**config.mk**
```make
export PLATFORM = sky130hd
export DESIGN_NAME = round_ctl
export DESIGN_NICKNAME = d
export VERILOG_FILES = /design/src/rtl/game_pkg.sv /design/src/rtl/frame_timer.sv /design/src/rtl/round_ctl.sv
export SDC_FILE = /design/constraint.sdc
export NUM_CORES = 1
export LEC_CHECK = 0
export ABC_AREA = 1
export CORE_MARGIN = 1
export CORE_UTILIZATION = 51
export CTS_CLUSTER_DIAMETER = 120
export CTS_CLUSTER_SIZE = 16
export DETAILED_ROUTE_END_ITERATION = 7
export GPL_ROUTABILITY_DRIVEN = 0
export GPL_TIMING_DRIVEN = 0
export PLACE_DENSITY_LB_ADDON = 0.25
export SYNTH_ARGS = -nofsm -noshare
export SYNTH_HDL_FRONTEND = slang
export SYNTH_SLANG_ARGS = --single-unit
```
**constraint.sdc**
```tcl
create_clock -name pclk -period 2.2 [get_ports pclk]
set_input_delay 0.22 -clock pclk [delete_from_list [all_inputs] [get_ports pclk]]
set_output_delay 0.22 -clock pclk [all_outputs]
set_load 0.03 [all_outputs]
```
**src/rtl/game_pkg.sv**
```systemverilog
// Shared definitions for the Arkanoid round sequencer: state codes,
// counter widths and the default frame counts for the timed pauses.
package game_pkg;

    localparam int STATE_W = 3;
    localparam int LIVES_W = 2;
    localparam int LEVEL_W = 2;

    typedef enum logic [STATE_W-1:0] {
        ST_IDLE    = 3'd0,
        ST_SERVE   = 3'd1,
        ST_PLAY    = 3'd2,
        ST_MISS    = 3'd3,
        ST_LEVELUP = 3'd4,
        ST_OVER    = 3'd5
    } state_e;

    localparam int DEF_LIVES_INIT     = 3;
    localparam int DEF_LEVELS         = 4;
    localparam int DEF_MISS_FRAMES    = 60;
    localparam int DEF_LEVELUP_FRAMES = 120;
    localparam int DEF_OVER_FRAMES    = 180;
    localparam int DEF_SERVE_FRAMES   = 300;

endpackage

```
**src/rtl/frame_timer.sv**
```systemverilog
// Saturating frame counter shared by all timed round phases.
// done is a combinational pulse on the frame_tick that completes 'limit' frames.
module frame_timer #(
    parameter int CNT_W = 8
) (
    input  logic             pclk,
    input  logic             reset,
    input  logic             clear,
    input  logic             frame_tick,
    input  logic [CNT_W-1:0] limit,
    output logic             done
);

    logic [CNT_W-1:0] cnt_q;

    assign done = frame_tick && (cnt_q == (limit - CNT_W'(1)));

    // Count frame ticks, holding at all-ones rather than wrapping.
    always_ff @(posedge pclk or posedge reset) begin
        if (reset) begin
            cnt_q <= '0;
        end else if (clear) begin
            cnt_q <= '0;
        end else if (frame_tick && (cnt_q != '1)) begin
            cnt_q <= cnt_q + CNT_W'(1);
        end
    end

endmodule

```
**src/rtl/round_ctl.sv**
```systemverilog
// Game-round sequencer: gates the paddle, holds/launches the ball, tracks
// lives and level, and times the pauses between rounds in display frames.
// Optional build macro ROUND_CTL_AUTO_SERVE_EN: SERVE launches the ball on
// its own after SERVE_FRAMES frames without a click.
//
// state   | meaning
// IDLE    | attract screen, waiting for a click to start a game
// SERVE   | ball glued to paddle, waiting for the launch click
// PLAY    | ball in flight
// MISS    | pause after a lost ball
// LEVELUP | pause after a cleared field
// OVER    | game-over screen
module round_ctl
    import game_pkg::*;
#(
    parameter int LIVES_INIT     = DEF_LIVES_INIT,
    parameter int LEVELS         = DEF_LEVELS,
    parameter int MISS_FRAMES    = DEF_MISS_FRAMES,
    parameter int LEVELUP_FRAMES = DEF_LEVELUP_FRAMES,
    parameter int OVER_FRAMES    = DEF_OVER_FRAMES,
    parameter int SERVE_FRAMES   = DEF_SERVE_FRAMES
) (
    input  logic               pclk,
    input  logic               reset,
    input  logic               frame_tick,
    input  logic               mouse_left,
    input  logic               ball_lost,
    input  logic               bricks_clear,
    output logic               paddle_en,
    output logic               ball_hold,
    output logic               ball_launch,
    output logic               field_reload,
    output logic [LIVES_W-1:0] lives,
    output logic [LEVEL_W-1:0] level,
    output logic [STATE_W-1:0] state
);

`ifdef ROUND_CTL_AUTO_SERVE_EN
    localparam int CNT_W = 9;
`else
    localparam int CNT_W = 8;
`endif

    state_e             state_q;
    logic               mouse_left_q;
    logic               paddle_en_q;
    logic               ball_hold_q;
    logic               ball_launch_q;
    logic               field_reload_q;
    logic [LIVES_W-1:0] lives_q;
    logic [LEVEL_W-1:0] level_q;

    logic               click;
    logic               timed;
    logic               tmr_clear;
    logic               tmr_done;
    logic [CNT_W-1:0]   tmr_limit;

    assign click = mouse_left & ~mouse_left_q;

    // Remember the previous button level for rising-edge detection.
    always_ff @(posedge pclk or posedge reset) begin
        if (reset) begin
            mouse_left_q <= 1'b0;
        end else begin
            mouse_left_q <= mouse_left;
        end
    end

    // Pick the pause length for the current phase. SERVE falls into the
    // default; without auto-serve the counter is held clear there, so the
    // value is never acted on.
    always_comb begin
        tmr_limit = CNT_W'(SERVE_FRAMES);
        case (state_q)
            ST_MISS:    tmr_limit = CNT_W'(MISS_FRAMES);
            ST_LEVELUP: tmr_limit = CNT_W'(LEVELUP_FRAMES);
            ST_OVER:    tmr_limit = CNT_W'(OVER_FRAMES);
            default:    tmr_limit = CNT_W'(SERVE_FRAMES);
        endcase
    end

    // Flag the phases that count frames.
    always_comb begin
        timed = (state_q == ST_MISS) || (state_q == ST_LEVELUP) || (state_q == ST_OVER);
`ifdef ROUND_CTL_AUTO_SERVE_EN
        timed = timed || (state_q == ST_SERVE);
`endif
    end

    // Untimed phases hold the counter at zero, so every timed phase starts
    // from zero; done clears it on the exit edge.
    assign tmr_clear = tmr_done | ~timed;

    frame_timer #(
        .CNT_W (CNT_W)
    ) u_frame_timer (
        .pclk       (pclk),
        .reset      (reset),
        .clear      (tmr_clear),
        .frame_tick (frame_tick),
        .limit      (tmr_limit),
        .done       (tmr_done)
    );

    // Round sequencer with registered outputs; pulses default low each cycle.
    always_ff @(posedge pclk or posedge reset) begin
        if (reset) begin
            state_q        <= ST_IDLE;
            paddle_en_q    <= 1'b0;
            ball_hold_q    <= 1'b1;
            ball_launch_q  <= 1'b0;
            field_reload_q <= 1'b0;
            lives_q        <= LIVES_W'(LIVES_INIT);
            level_q        <= '0;
        end else begin
            ball_launch_q  <= 1'b0;
            field_reload_q <= 1'b0;
            case (state_q)
                ST_IDLE: begin
                    if (click) begin
                        lives_q        <= LIVES_W'(LIVES_INIT);
                        level_q        <= '0;
                        field_reload_q <= 1'b1;
                        paddle_en_q    <= 1'b1;
                        ball_hold_q    <= 1'b1;
                        state_q        <= ST_SERVE;
                    end
                end
                ST_SERVE: begin
`ifdef ROUND_CTL_AUTO_SERVE_EN
                    if (click || tmr_done) begin
`else
                    if (click) begin
`endif
                        ball_launch_q <= 1'b1;
                        ball_hold_q   <= 1'b0;
                        paddle_en_q   <= 1'b1;
                        state_q       <= ST_PLAY;
                    end
                end
                ST_PLAY: begin
                    if (bricks_clear) begin
                        paddle_en_q <= 1'b0;
                        ball_hold_q <= 1'b1;
                        state_q     <= ST_LEVELUP;
                    end else if (ball_lost) begin
                        paddle_en_q <= 1'b0;
                        ball_hold_q <= 1'b1;
                        if (lives_q > LIVES_W'(1)) begin
                            lives_q <= lives_q - LIVES_W'(1);
                            state_q <= ST_MISS;
                        end else begin
                            lives_q <= '0;
                            state_q <= ST_OVER;
                        end
                    end
                end
                ST_MISS: begin
                    if (tmr_done) begin
                        paddle_en_q <= 1'b1;
                        ball_hold_q <= 1'b1;
                        state_q     <= ST_SERVE;
                    end
                end
                ST_LEVELUP: begin
                    if (tmr_done) begin
                        level_q        <= (level_q == LEVEL_W'(LEVELS - 1)) ? '0 : level_q + LEVEL_W'(1);
                        field_reload_q <= 1'b1;
                        paddle_en_q    <= 1'b1;
                        ball_hold_q    <= 1'b1;
                        state_q        <= ST_SERVE;
                    end
                end
                ST_OVER: begin
                    if (tmr_done) begin
                        paddle_en_q <= 1'b0;
                        ball_hold_q <= 1'b1;
                        state_q     <= ST_IDLE;
                    end
                end
                default: begin
                    paddle_en_q <= 1'b0;
                    ball_hold_q <= 1'b1;
                    state_q     <= ST_IDLE;
                end
            endcase
        end
    end

    assign paddle_en    = paddle_en_q;
    assign ball_hold    = ball_hold_q;
    assign ball_launch  = ball_launch_q;
    assign field_reload = field_reload_q;
    assign lives        = lives_q;
    assign level        = level_q;
    assign state        = state_q;

endmodule

```
==> results.json, run 1 <==
{
  "core-area_um2": 2230,
  "skew_ns": 0.00758,
  "hold_buffers": 0,
  "min_path_type": "primary input to async pin",
  "arrival_ns": 2.26,
  "root_buffer": "clkbuf_4",
  "boundaryPins": 17,
  "syn_nets": 172,
  "wl_um": 2570,
  "clk_latency_ns": 0.31,
  "fin_area_um2": 1490,
  "rsz0062_at_grt": "no",
  "clkPwrFrac": 0.158,
  "switching_share": 0.419,
  "num_rows": 17,
  "hold_viol_final": 0,
  "total_power_mw": 1.44,
  "postRouteAntennaNets": 0,
  "h-tree-depth": 1,
  "portBuffers": 16,
  "die_h_um": 50.7,
  "grt_max_degree": 21,
  "antennaDiodeCount": 0,
  "antenna_found_initial": 0,
  "syn_area_per_cell_um2": 7.43,
  "yosys-mux-area-fraction": 0,
  "drt_iter0_drc": 20,
  "drtPass1Iterations": 4,
  "ys_types": 23,
  "slew_headroom": 0.486,
  "end_kind": "flip-flop",
  "crit_type": "flip-flop to flip-flop",
  "instances_no_fill": 215,
  "synth-seq-cells": 20,
  "power.leakage_nw": 0.756,
  "drive_above_1_share": 0.150,
  "seq_area_frac_synth": 0.416,
  "worst_pin_slew_ns": 0.770,
  "clk_pin_slew_ns": 0.13,
  "postSynthCellCount": 163,
  "synth_compound_area_frac": 0.0207,
  "grt_overflow": 0,
  "finalSetupViolCount": 0,
  "timing.rr.start": "state[1]$_DFFE_PP0P_",
  "yosys.area_share.simple": 0.433,
  "synth_warnings": 0,
  "power_density_nw_per_um2": 967,
  "rrSetupSlack_ns": 0.16,
  "grt_use_total": 0.237,
  "cts-buffers-inserted": 3,
  "clock_sinks": 20,
  "start_util": 0.542,
  "num_vias": 1135,
  "status": "complete, no violations",
  "rr_endpoint": "paddle_en$_DFFE_PP0P_",
  "synthesis.area_um2": 1210,
  "maxSlewViolCount": 0,
  "ir_worst_vdd_mv": 0.939,
  "die-area_um2": 2570,
  "final_nets": 197,
  "postLayoutCoreUtil": 0.666,
  "max_freq_mhz": 489,
  "cts_tree": "done",
  "grt_pass1_wl_um": 4500,
  "dp.cells": 207,
  "comb_power_share": 0.476,
  "synth_xor_area_frac": 0.0217,
  "setup_tns_ns": 0,
  "die_x_um": 50.7,
  "start_kind": "flip-flop",
  "p_switching_mw": 0.603,
  "drc": 0,
  "vias_per_cell": 5.28,
  "fin_crit_ns": 2.04,
  "seq_power_share": 0.366,
  "max-cap-violations": 0,
  "crit_fanout": 10,
  "fin_crit_sh": 0.929,
  "synth_top_family_by_area": "simple AND/OR/NAND/NOR gates",
  "dp_hpwl_um": 1880,
  "p_int_mw": 0.836,
  "rr_worst_depth": 13,
  "required_ns": 2.42,
  "placed_area_um2": 1410,
  "areaGrowthSynthToFinish_pct": 22.8,
  "wl_per_cell_um": 12.0,
  "synth-adder-area-share": 0.0310,
  "cts_max_path_buffers": 2,
  "grt_pass1_vias": 1046
}
## cell usage after synthesis
cell,instances,area [µm²]
nand3_2,1,10.0
dfstp_2,3,78.8
ha_1,3,37.5
a21oi_1,2,10.0
nor3b_1,1,7.51
inv_1,20,75.1
nor2_4,1,11.3
nand2_4,2,22.5
inv_2,2,7.51
dfrtp_1,17,425
o21ai_0,3,15.0
nand2_2,2,12.5
buf_6,1,11.3
nand3_1,14,70.1
nor2_2,1,6.26
nand2_1,54,203
nor2_1,14,52.6
and2_1,1,6.26
xor2_1,3,26.3
nand3_4,1,17.5
nand4_1,15,93.8
nor3_1,1,5.00
or2_2,1,6.26
## cells by family after synthesis
family          count (synthesis)
compound gates                  5
xor+xnor                        3
fa+ha+maj                       3
buf+inv                        23
flops                          20
simple gates                  109
## cells in the final DEF (no fill, tap or decap), types with 3 or more instances in the layout
cell / synthesis / routed
nand2_1: 54 / 53
inv_1: 20 / 19
clkdlybuf4s50_1: 0 / 16
nand4_1: 15 / 15
dfrtp_1: 17 / 15
nor2_1: 14 / 14
nand3_1: 14 / 13
buf_4: 0 / 4
inv_2: 2 / 3
nand2_2: 2 / 3
o21ai_0: 3 / 3
xor2_1: 3 / 3
ha_1: 3 / 3
dfstp_2: 3 / 3
clkbuf_4: 0 / 3
## worst max-delay path by stage
stage | startpoint | to | slack, ns | cells after the start
floorplan | state[1]$_DFFE_PP0P_ | state[0]$_DFFE_PP0P_ | 0.08 | 12
finish | state[1]$_DFFE_PP0P_ | paddle_en$_DFFE_PP0P_ | 0.16 | 13
detailed placement | state[1]$_DFFE_PP0P_ | paddle_en$_DFFE_PP0P_ | -0.03 | 12
CTS | state[1]$_DFFE_PP0P_ | paddle_en$_DFFE_PP0P_ | 0.01 | 12
global placement | state[0]$_DFFE_PP0P_ | paddle_en$_DFFE_PP0P_ | -0.01 | 12
global route | state[1]$_DFFE_PP0P_ | paddle_en$_DFFE_PP0P_ | 0.02 | 13
## area by class of cell
class,instances,area [µm²]
tap,28,35.0
multi-input combinational,120,626
clock buffer,4,36.3
buffer,1,11.3
fill,199,746
inverter,22,82.6
sequential,20,507
timing repair buffer,20,190
## critical path: stages, from the launching register on
cell     delay [ns]
dfrtp_2        0.46
buf_4          0.16
inv_2          0.08
nand3_1        0.09
inv_1          0.08
ha_1           0.23
or2_2          0.28
nand3_2        0.09
nor2_4         0.05
nand3_4        0.07
nand2_4        0.08
buf_6          0.15
nand4_1        0.07
nand2_1        0.06
## metrics by stage
stage | hold slack [ns] | worst slack, ns
floorplan | 0.182 | 0.0832
global placement | 0.451 | -0.0148
detailed placement | 0.453 | -0.0334
CTS | 0.360 | 0.0143
global route | 0.412 | 0.0250
finish | 0.329 | 0.156
## repair_timing
| item | CTS | global route |
|---|---|---|
| setup buffers | 0 | 4 |
| setup endpoints to repair | 5 | 13 |
| cloned | 0 | 0 |
| resized for setup | 3 | 3 |
| endpoints found under the hold margin | 0 | 0 |
## power by group through the flow
stage | clock, mW | sequential (mW) | combinational, mW
after CTS | 0.232 | 0.543 | 0.615
after floorplan | 0 | 0.659 | 0.284
after detailed placement | 0 | 0.540 | 0.609
final | 0.227 | 0.527 | 0.684
after global routing | 0.243 | 0.537 | 0.744
after global placement | 0 | 0.539 | 0.602
## registers in the layout, summed over array words and instances (netlist names), 2 cells and up
signal and flops:
lives 2, u_frame_timer.cnt_q 8, level 2, state 3
## per-layer routing
layer | wire (µm) | track usage | vias up
met5 | 0 | 0 | -
met4 | 37 | 0.102 | 0
met3 | 53 | 0.0364 | 4
met2 | 1180 | 0.356 | 18
met1 | 1310 | 0.338 | 533
li1 | - | - | 580
No activity file was read; power rests on OpenSTA's default activity.
==> run 2, diff against run 1 <==
--- a/config.mk
+++ b/config.mk
@@ -16,4 +16,5 @@
 export PLACE_DENSITY_LB_ADDON = 0.25
 export SYNTH_ARGS = -nofsm -noshare
 export SYNTH_HDL_FRONTEND = slang
+export SYNTH_HIERARCHICAL = 1
 export SYNTH_SLANG_ARGS = --single-unit
==> constraint.sdc (replaced) <==
create_clock -name pclk -period 2.25 [get_ports pclk]
set_input_delay 0.225 -clock pclk [delete_from_list [all_inputs] [get_ports pclk]]
set_output_delay 0.225 -clock pclk [all_outputs]
set_load 0.03 [all_outputs]
==> results.json, run 2 <==
{
  "max-cap-violations": 0,
  "yosysTopAreaCell": "dfrtp_1",
  "synth_ff_type": "dfrtp_1",
  "crit_type": "flip-flop to flip-flop",
  "h-tree-depth": 1,
  "async_flop_share": 1.00,
  "hold_viol_final": 0,
  "wl_um": 3310,
  "power.leakage_nw": 0.966,
  "final_common_cell": "nand2_1",
  "fillCellCount": 234,
  "grt_use_total": 0.204,
  "ys_types": 32,
  "fin_crit_sh": 0.980,
  "cts_tree": "done",
  "largest_register_ffs": 8,
  "setup_ws_ns": 0.0449,
  "portBuffers": 16,
  "cts_max_path_buffers": 2,
  "dp_hpwl_um": 2220,
  "regMostFlops": "u_frame_timer/cnt_q",
  "startpoint": "state[1]$_DFFE_PP0P_",
  "wl_per_cell_um": 11.4,
  "drtPass1Iterations": 4,
  "arrival_ns": 2.42,
  "rr_endpoint": "state[1]$_DFFE_PP0P_",
  "final_cell_mix": "nand2_1, inv_1, nor2_1, nand3_1, clkdlybuf4s50_1",
  "required_ns": 2.46,
  "rr_worst_depth": 16,
  "syn_area_per_cell_um2": 6.87,
  "maxSlewViolCount": 0,
  "grt_pass1_vias": 1271,
  "rsz0062_at_grt": "yes",
  "grt_pass1_wl_um": 5220,
  "status": "complete, no violations",
  "postRouteAntennaNets": 0,
  "num_vias": 1436,
  "ir_worst_vdd_mv": 1.12,
  "core-area_um2": 2780,
  "areaGrowthSynthToFinish_pct": 30.3,
  "vias_per_cell": 4.95,
  "synthesis.area_um2": 1520,
  "grt_max_degree": 13,
  "fin_area_um2": 1980,
  "register_area_um2": 507,
  "antennaDiodeCount": 0,
  "postSynthCellCount": 221,
  "synth_warnings": 6,
  "die_h_um": 56.6,
  "synth-edff-count": 0,
  "crit_fanout": 8,
  "clk_pin_slew_ns": 0.13,
  "end_kind": "flip-flop",
  "cts-buffers-inserted": 3,
  "clk_latency_ns": 0.31,
  "drt_iter0_drc": 27,
  "final_nets": 269,
  "power_density_nw_per_um2": 1160,
  "root_buffer": "clkbuf_4",
  "placed_area_um2": 1740,
  "drc": 0,
  "timing.rr.start": "state[1]$_DFFE_PP0P_",
  "synth-seq-cells": 20,
  "clock_sinks": 20,
  "max_freq_mhz": 453,
  "finalSetupViolCount": 0,
  "rrSetupSlack_ns": 0.04,
  "start_kind": "flip-flop",
  "min_path_type": "primary input to async pin",
  "drive_above_1_share": 0.263,
  "synth_top_area_frac": 0.280,
  "yosysMostFrequentCell": "nand2_1",
  "num_rows": 19,
  "boundaryPins": 17,
  "place_ws_ns": -0.157,
  "antenna_found_initial": 0,
  "synth.area.top_cells": "dfrtp_1, nand2_1, inv_1",
  "start_util": 0.546,
  "die-area_um2": 3200,
  "skew_ns": 0.0126,
  "grt_overflow": 0,
  "fin_crit_ns": 2.21,
  "hold_buffers": 0,
  "seq_area_frac_synth": 0.332,
  "die_x_um": 56.6,
  "multi_input_area_um2": 947,
  "synth.top_cells.by_count": "nand2_1, inv_1, nor2_1"
}
[run 2: changes by cell type in the layout (fill, tap and decap cells not counted), moves of 3 or more]
cell     previous run  this run
xnor2_1             0         4
nor2_2              0         7
inv_2               3         7
nand4_1            15         5
buf_4               4        13
nand3_1            13        19
nand2_2             3         7
nand2_4             2         5
nor2_1             14        19
conb_1              0         6
inv_1              19        24
nand2_1            53        61
o21ai_1             0         6
[run 2: per-stage QoR]
stage	utilization	hold WS [ns]	TNS [ns]	cells	total power, mW
finish	0.711	0.184	0	290	2.29
global route	0.711	0.232	-0.433	290	2.45
global placement	0.627	0.457	-0.488	272	1.73
floorplan	-	0.0407	0	225	1.44
detailed placement	0.627	0.461	-0.661	272	1.74
CTS	0.655	0.190	0	279	2.02
[run 2: worst max-delay path by stage]
stage                                         end  slack, ns  cells past startpoint
3_3_place_gp   u_frame_timer/cnt_q[2]$_DFFE_PP0P_      -0.13                     19
2_1_floorplan  u_frame_timer/cnt_q[2]$_DFFE_PP0P_       0.01                     18
3_5_place_dp   u_frame_timer/cnt_q[2]$_DFFE_PP0P_      -0.16                     19
6_report                     state[1]$_DFFE_PP0P_       0.04                     16
4_1_cts        u_frame_timer/cnt_q[2]$_DFFE_PP0P_       0.02                     20
5_1_grt                      state[2]$_DFFE_PP0P_      -0.08                     16
[run 2: logic make-up after synthesis]
family	synth area share
flops	0.332
compound gates	0.0668
other cells	0.00495
buf+inv	0.102
xor+xnor	0.0519
fa+ha+maj	0.0247
simple gates	0.417
[run 2: critical path, cell delays in order, from the launching register on]
cell and delay, ns:
dfrtp_2 0.50, inv_4 0.10, nand2_4 0.06, nor2_4 0.12, inv_2 0.06, inv_2 0.08
nand3_2 0.08, nor2_2 0.12, or2_0 0.12, nand3_1 0.10, nor2_2 0.16, clkinv_2 0.10
nand2_4 0.12, buf_6 0.14, nand3_4 0.09, nand2_1 0.08, nand2_1 0.05
[run 2: power breakdown]
part | leakage [nW] | switching [mW] | internal [mW]
clock | 0.0210 | 0.118 | 0.0987
combinational | 0.687 | 0.885 | 0.604
sequential | 0.258 | 0.109 | 0.474
[run 2: final cells by class]
type | instances | share of cell area
well taps | 31 | 0.0196
plain buffers | 1 | 0.00570
clock buffers | 4 | 0.0184
flip-flops and latches | 20 | 0.256
multi-input cells | 168 | 0.479
repair buffers | 31 | 0.146
inverters | 35 | 0.0747
[run 2: what timing repair did]
action	in CTS	in global routing
setup endpoints to repair	7	16
setup buffers	3	12
resized for setup	4	20
pin swaps	2	13
[run 2: metal layers]
metal / vias up / share of wire / track usage / wire length, µm
met2: 23 / 0.48 / 0.318 / 1600
met1: 651 / 0.48 / 0.298 / 1590
met3: 4 / 0.028 / 0.0276 / 94
met4: 0 / 0.0094 / 0.0523 / 31
met5: - / 0 / 0 / 0
li1: 758 / - / - / -
